### src/rtl/operand_seq_4b.sv
// -----------------------------------------------------------------------------
// operand_seq_4b
//
// Purpose:
//   Upstream sequencer for the lab's 4-bit ripple adder. Operand A and then
//   operand B are collected from one shared switch bus, one load-button press
//   each. A, B and carry-in are driven to the external adder, and the adder's
//   {cout, sum} is captured into a held result with a valid flag. The FSM
//   state is exported for LED display.
//
// Ports:
//   i_clk        system clock
//   i_reset      synchronous, active-high reset
//   i_din        switch data, sampled on a load rising edge
//   i_load       load pushbutton level, already synchronized to i_clk
//   i_clr        synchronous abort back to IDLE, clears operands and result
//   i_sub        (OPSEQ_SUB_EN only) subtract request, captured with B
//   o_a_out      operand A to the adder
//   o_b_out      operand B to the adder (inverted when subtracting)
//   o_cin_out    carry-in to the adder (1 when subtracting)
//   i_sum_in     adder sum
//   i_cout_in    adder carry-out
//   o_result     registered {cout, sum}
//   o_valid      o_result holds a completed operation
//   o_state_out  current FSM state (IDLE=00, GOT_A=01, CALC=10, DONE=11)
//
// Configuration:
//   OPSEQ_SUB_EN  when defined, adds the i_sub port and A-B support.
// -----------------------------------------------------------------------------
module operand_seq_4b #(
    parameter int WIDTH = 4
) (
    input  logic             i_clk,
    input  logic             i_reset,
    input  logic [WIDTH-1:0] i_din,
    input  logic             i_load,
    input  logic             i_clr,
`ifdef OPSEQ_SUB_EN
    input  logic             i_sub,
`endif
    output logic [WIDTH-1:0] o_a_out,
    output logic [WIDTH-1:0] o_b_out,
    output logic             o_cin_out,
    input  logic [WIDTH-1:0] i_sum_in,
    input  logic             i_cout_in,
    output logic [WIDTH:0]   o_result,
    output logic             o_valid,
    output logic [1:0]       o_state_out
);

    typedef enum logic [1:0] {
        IDLE  = 2'b00,
        GOT_A = 2'b01,
        CALC  = 2'b10,
        DONE  = 2'b11
    } state_t;

    state_t           r_state;
    state_t           w_nextState;
    logic             r_loadQ;
    logic             w_pulse;
    logic             w_captureA;
    logic             w_captureB;
    logic             w_captureResult;
    logic [WIDTH-1:0] r_aReg;
    logic [WIDTH-1:0] r_bReg;
    logic [WIDTH:0]   r_result;
    logic             r_valid;

    // A press is the first cycle the button reads high. The history bit comes
    // out of reset as 1 so a button held down through reset is not a press.
    assign w_pulse = i_load & ~r_loadQ;

    // Button history keeps tracking the level even while clr is asserted, so
    // a press that overlaps clr is consumed rather than replayed afterwards.
    always_ff @(posedge i_clk) begin
        if (i_reset) begin
            r_loadQ <= 1'b1;
        end else begin
            r_loadQ <= i_load;
        end
    end

    // State register.
    always_ff @(posedge i_clk) begin
        if (i_reset) begin
            r_state <= IDLE;
        end else begin
            r_state <= w_nextState;
        end
    end

    // Next-state logic plus the capture strobes for the datapath. clr wins over
    // a simultaneous press, so no strobe fires in a clr cycle. CALC always
    // lasts exactly one cycle, giving the adder a full cycle to settle on B.
    always_comb begin
        w_nextState     = r_state;
        w_captureA      = 1'b0;
        w_captureB      = 1'b0;
        w_captureResult = 1'b0;
        if (i_clr) begin
            w_nextState = IDLE;
        end else begin
            case (r_state)
                IDLE: begin
                    if (w_pulse) begin
                        w_captureA  = 1'b1;
                        w_nextState = GOT_A;
                    end
                end
                GOT_A: begin
                    if (w_pulse) begin
                        w_captureB  = 1'b1;
                        w_nextState = CALC;
                    end
                end
                CALC: begin
                    w_captureResult = 1'b1;
                    w_nextState     = DONE;
                end
                DONE: begin
                    if (w_pulse) begin
                        w_captureA  = 1'b1;
                        w_nextState = GOT_A;
                    end
                end
                default: begin
                    w_nextState = IDLE;
                end
            endcase
        end
    end

    // Operand and result registers. A press in DONE starts the next operation
    // straight away: A is reloaded and valid drops, but the old result stays
    // visible on the LEDs until the new one lands.
    always_ff @(posedge i_clk) begin
        if (i_reset || i_clr) begin
            r_aReg   <= '0;
            r_bReg   <= '0;
            r_result <= '0;
            r_valid  <= 1'b0;
        end else begin
            if (w_captureA) begin
                r_aReg  <= i_din;
                r_valid <= 1'b0;
            end
            if (w_captureB) begin
                r_bReg <= i_din;
            end
            if (w_captureResult) begin
                r_result <= {i_cout_in, i_sum_in};
                r_valid  <= 1'b1;
            end
        end
    end

`ifdef OPSEQ_SUB_EN
    logic r_subReg;

    // The add/subtract choice belongs to the operation, so it is latched with
    // B and held until the next B, a clr or a reset.
    always_ff @(posedge i_clk) begin
        if (i_reset || i_clr) begin
            r_subReg <= 1'b0;
        end else if (w_captureB) begin
            r_subReg <= i_sub;
        end
    end

    // Subtraction as A + ~B + 1 on the same adder; carry-out 1 means no borrow.
    assign o_b_out   = r_subReg ? ~r_bReg : r_bReg;
    assign o_cin_out = r_subReg;
`else
    assign o_b_out   = r_bReg;
    assign o_cin_out = 1'b0;
`endif

    assign o_a_out     = r_aReg;
    assign o_result    = r_result;
    assign o_valid     = r_valid;
    assign o_state_out = r_state;

endmodule

### config.mk
export PLATFORM = sky130hd
export DESIGN_NAME = operand_seq_4b
export DESIGN_NICKNAME = d
export VERILOG_FILES = /design/src/rtl/operand_seq_4b.sv
export SDC_FILE = /design/constraint.sdc
export NUM_CORES = 1
export LEC_CHECK = 0
export BUFFER_PORTS_ARGS = -buffer_cell sky130_fd_sc_hd__buf_4
export CAP_MARGIN = 0
export CELL_PAD_IN_SITES_DETAIL_PLACEMENT = 2
export CELL_PAD_IN_SITES_GLOBAL_PLACEMENT = 2
export CORE_MARGIN = 3
export CORE_UTILIZATION = 29
export CTS_BUF_LIST = sky130_fd_sc_hd__clkbuf_8
export DETAILED_ROUTE_END_ITERATION = 10
export PLACE_DENSITY = 0.83
export SLEW_MARGIN = 20
export SYNTH_ARGS = -nofsm -noshare
export SYNTH_HDL_FRONTEND = slang
export SYNTH_SLANG_ARGS = --single-unit
### constraint.sdc
create_clock -name i_clk -period 1.8 [get_ports i_clk]
set_clock_uncertainty 0.15 [all_clocks]
set_input_delay 0.18 -clock i_clk [delete_from_list [all_inputs] [get_ports i_clk]]
set_output_delay 0.18 -clock i_clk [all_outputs]
set_load 0.03 [all_outputs]
==> metrics.txt <==
# TYPE chip_impl_metric gauge
chip_impl_metric{name="share_comb_of_total_power",unit=""} 0.103
chip_impl_metric{name="die_width",unit="um"} 56.2
chip_impl_metric{name="leakage",unit="nW"} 0.393
chip_impl_metric{name="cts-htree-levels",unit=""} 1
chip_impl_metric{name="reg2reg_setup_slack",unit="ns"} 0.18
chip_impl_metric{name="max_cap_violations",unit=""} 0
chip_impl_metric{name="power_share_of_the_sequential_group",unit=""} 0.516
chip_impl_info{name="regToRegStartpoint",value="o_state_out[0]"} 1
chip_impl_metric{name="die_height",unit="um"} 56.2
chip_impl_metric{name="maxSlewHeadroom",unit=""} 0.554
chip_impl_metric{name="clock_path_buffers",unit=""} 2
chip_impl_metric{name="clkSinkCount",unit=""} 17
chip_impl_metric{name="p_int",unit="mW"} 0.573
chip_impl_info{name="run_status",value="complete, no violations"} 1
chip_impl_metric{name="wl",unit="mm"} 1.77
chip_impl_info{name="hold-path-endpoint",value="o_result[3]"} 1
chip_impl_metric{name="placer_congestion",unit=""} 0.668
chip_impl_metric{name="setup-tns-final",unit="ns"} 0
chip_impl_metric{name="net_count_after_synthesis",unit=""} 83
chip_impl_info{name="grt_setup_unrepaired",value="no"} 1
chip_impl_metric{name="drt-pass1-iter-count",unit=""} 2
chip_impl_info{name="critical_path.endpoint_type",value="flip-flop"} 1
chip_impl_metric{name="layout.cell_area.non_filler",unit="sq um"} 988
chip_impl_info{name="cts_tree",value="done"} 1
chip_impl_metric{name="number_of_placement_rows",unit=""} 17
chip_impl_metric{name="syn_avg_cell_area",unit="sq um"} 10.7
chip_impl_metric{name="min_delay_path_depth",unit=""} 3
chip_impl_metric{name="final_critical_delay_including_setup_and_external_delays",unit="ns"} 1.71
chip_impl_metric{name="detail-route-antenna-nets",unit=""} 0
chip_impl_metric{name="maximum_net_fanout_on_the_critical_path",unit=""} 2
chip_impl_metric{name="worstMarginPinSlew",unit="ns"} 0.668
chip_impl_info{name="clock-root-buffer",value="clkbuf_8"} 1
chip_impl_metric{name="ios",unit=""} 30
chip_impl_metric{name="worst_ep_required_time",unit="ns"} 1.78
chip_impl_metric{name="die-area",unit="sq um"} 3150
chip_impl_metric{name="ys_types",unit=""} 19
chip_impl_metric{name="netSwitchingFraction",unit=""} 0.230
chip_impl_metric{name="antenna_found_initial",unit=""} 0
chip_impl_metric{name="maxClockFrequency",unit="GHz"} 0.586
chip_impl_metric{name="finalSetupViolCount",unit=""} 0
chip_impl_metric{name="synthDominantCellAreaShare",unit=""} 0.467
chip_impl_metric{name="final_util",unit=""} 0.430
chip_impl_metric{name="placement.setup.worst_slack",unit="ns"} 0.0713
chip_impl_info{name="synth_top_cells_by_area",value="dfxtp_1, mux2i_1, buf_6"} 1
chip_impl_metric{name="synth_seq_area_share",unit=""} 0.467
chip_impl_metric{name="dr.first_iter.drc_count",unit=""} 10
chip_impl_metric{name="post-route-worst-setup-slack",unit="ns"} 0.0927
chip_impl_metric{name="place_hpwl",unit="mm"} 1.34
chip_impl_info{name="yosysTopAreaCell",value="dfxtp_1"} 1
chip_impl_metric{name="clk_pin_slew_worst_paths",unit="ns"} 0.07
chip_impl_metric{name="cts-buffers-inserted",unit=""} 3
chip_impl_metric{name="post_route_cells_drive_above_1_share",unit=""} 0.438
chip_impl_metric{name="fp.coreArea",unit="sq um"} 2300
chip_impl_metric{name="route.detailed.vias_per_inst",unit=""} 4.53
chip_impl_metric{name="multiInputGateArea",unit="sq um"} 325
chip_impl_metric{name="grt.total_usage",unit=""} 0.124
chip_impl_info{name="regToRegEndpoint",value="o_a_out[3]"} 1
chip_impl_metric{name="layout.filler_cells",unit=""} 273
chip_impl_metric{name="grt_pass1_wl",unit="mm"} 3.08
chip_impl_metric{name="cellPowerDensity",unit="nW/um^2"} 753
chip_impl_metric{name="clkLatencyLatePin",unit="ns"} 0.25
chip_impl_metric{name="diodes",unit=""} 0
chip_impl_info{name="min-delay-start",value="i_sum_in[3]"} 1
chip_impl_metric{name="timing_hold_violations_final",unit=""} 0
chip_impl_info{name="worst_hold_path_type",value="in2reg"} 1
chip_impl_metric{name="mappedNetlistArea",unit="sq um"} 729
chip_impl_metric{name="share_clk_of_total_power",unit=""} 0.381
chip_impl_metric{name="placed_area",unit="sq um"} 918
chip_impl_metric{name="seqCellArea",unit="sq um"} 340
chip_impl_metric{name="ir_drop",unit="uV"} 841
chip_impl_metric{name="fin_nets",unit=""} 112
chip_impl_metric{name="post-cts-setup-buffers",unit=""} 0
chip_impl_metric{name="hold_ws",unit="ns"} 0.0170
chip_impl_metric{name="yosysWarnings",unit=""} 0
chip_impl_metric{name="vias",unit=""} 562
chip_impl_metric{name="grt_start_max_net_pins",unit=""} 17
chip_impl_metric{name="worst_r2r_path_depth",unit=""} 5
chip_impl_metric{name="min_period_over_period",unit=""} 0.949
chip_impl_metric{name="port_buffers",unit=""} 28
chip_impl_metric{name="synth-seq-cells",unit=""} 17
chip_impl_info{name="critical_path.startpoint_type",value="input pin"} 1
chip_impl_metric{name="grt.overflow.total",unit=""} 0
chip_impl_metric{name="initial_core_util",unit=""} 0.318
chip_impl_info{name="critPathKind",value="in2reg"} 1
chip_impl_metric{name="total_count_of_max_transition_violations_in_the_final_report",unit=""} 0
chip_impl_metric{name="area_growth",unit="%"} 35.5
chip_impl_metric{name="wl_per_cell",unit="um"} 14.2
chip_impl_metric{name="syn-instance-count",unit=""} 68
chip_impl_metric{name="power.switching",unit="mW"} 0.171
chip_impl_metric{name="drc",unit=""} 0
chip_impl_metric{name="grt_pass1_vias",unit=""} 637
chip_impl_metric{name="timing.critical_path.arrival",unit="ns"} 1.69
-- Yosys cell counts (all sizes together) --
library cell	count
dfxtp	17
mux2i	13
nor2	13
buf	5
a21oi	3
inv	3
a21o	2
and4bb	2
ha	2
nand2	2
nand2b	2
or2	2
clkbuf	1
conb	1
-- how the worst max path moves through the flow --
stage,startpoint,endpoint,depth (start not counted)
5_1_grt,o_state_out[0],o_a_out[1],5
6_report,i_reset,r_loadQ,4
4_1_cts,o_state_out[0],o_a_out[3],5
2_1_floorplan,o_state_out[0],o_valid,6
3_5_place_dp,o_state_out[0],o_a_out[3],5
3_3_place_gp,o_state_out[0],o_a_out[3],5
-- flip-flops by register name, summed over array words and instances, names as in the netlist --
signal       cells
o_a_out          4
o_valid          1
r_loadQ          1
o_result         5
o_state_out      2
o_b_out          4
-- metrics by stage --
step	cells	total power [mW]
after CTS	124	0.755
after global placement	118	0.463
after floorplan	68	0.438
final	124	0.744
after detailed placement	118	0.466
after global routing	124	0.787
-- cell families (layout without fill, tap and decap cells) --
group                      after synthesis  count (layout)  share of synthesized area
AOI/OAI and AO/OA                        5               5                     0.0463
adders and majority gates                2               2                     0.0343
buffers and inverters                    9              37                     0.0926
DFF                                     17              17                      0.467
muxes                                   13              13                      0.178
and+or+nand+nor                         21              21                      0.177
other                                    1               1                    0.00514
-- placed cells by master (no fill, tap or decap), types with 3 or more instances in the layout --
master    count
clkbuf_8      3
nor2_1        8
buf_4        28
nor2_2        5
dfxtp_1      17
mux2i_1      13
inv_1         3
-- worst max-delay path, stage by stage --
cell and delay, ns:
dlygate4sd3_1 0.54, buf_4 0.13, or2_2 0.27, dlygate4sd3_1 0.56
-- cell type report --
type                       instances  share of cell area
clock buffer                       3              0.0418
clock inverter                     1             0.00506
inverter                           3              0.0114
multi-input combinational         42               0.329
sequential                        17               0.344
tap                               28              0.0354
timing repair buffer              30               0.233
-- power by group through the flow --
stage                     combinational (mW)  clock (mW)  sequential (mW)
after floorplan                       0.0388           0            0.399
after global placement                0.0700           0            0.393
after detailed placement              0.0725           0            0.393
after CTS                             0.0764       0.294            0.385
after global routing                  0.0835       0.318            0.385
final                                 0.0767       0.283            0.384
-- timing repair --
item,CTS,global route
setup endpoints to repair,0,4
hold endpoints to repair,1,0
hold buffers,2,0
gates resized for setup,0,2
-- layer usage --
metal | track usage | routed length (um) | part of all wire
met5 | 0 | 0 | 0
met1 | 0.128 | 651 | 0.37
met3 | 0.0487 | 138 | 0.078
met2 | 0.229 | 964 | 0.55
met4 | 0.0305 | 12 | 0.0068
Note: power is estimated with default switching activity, not from simulation.
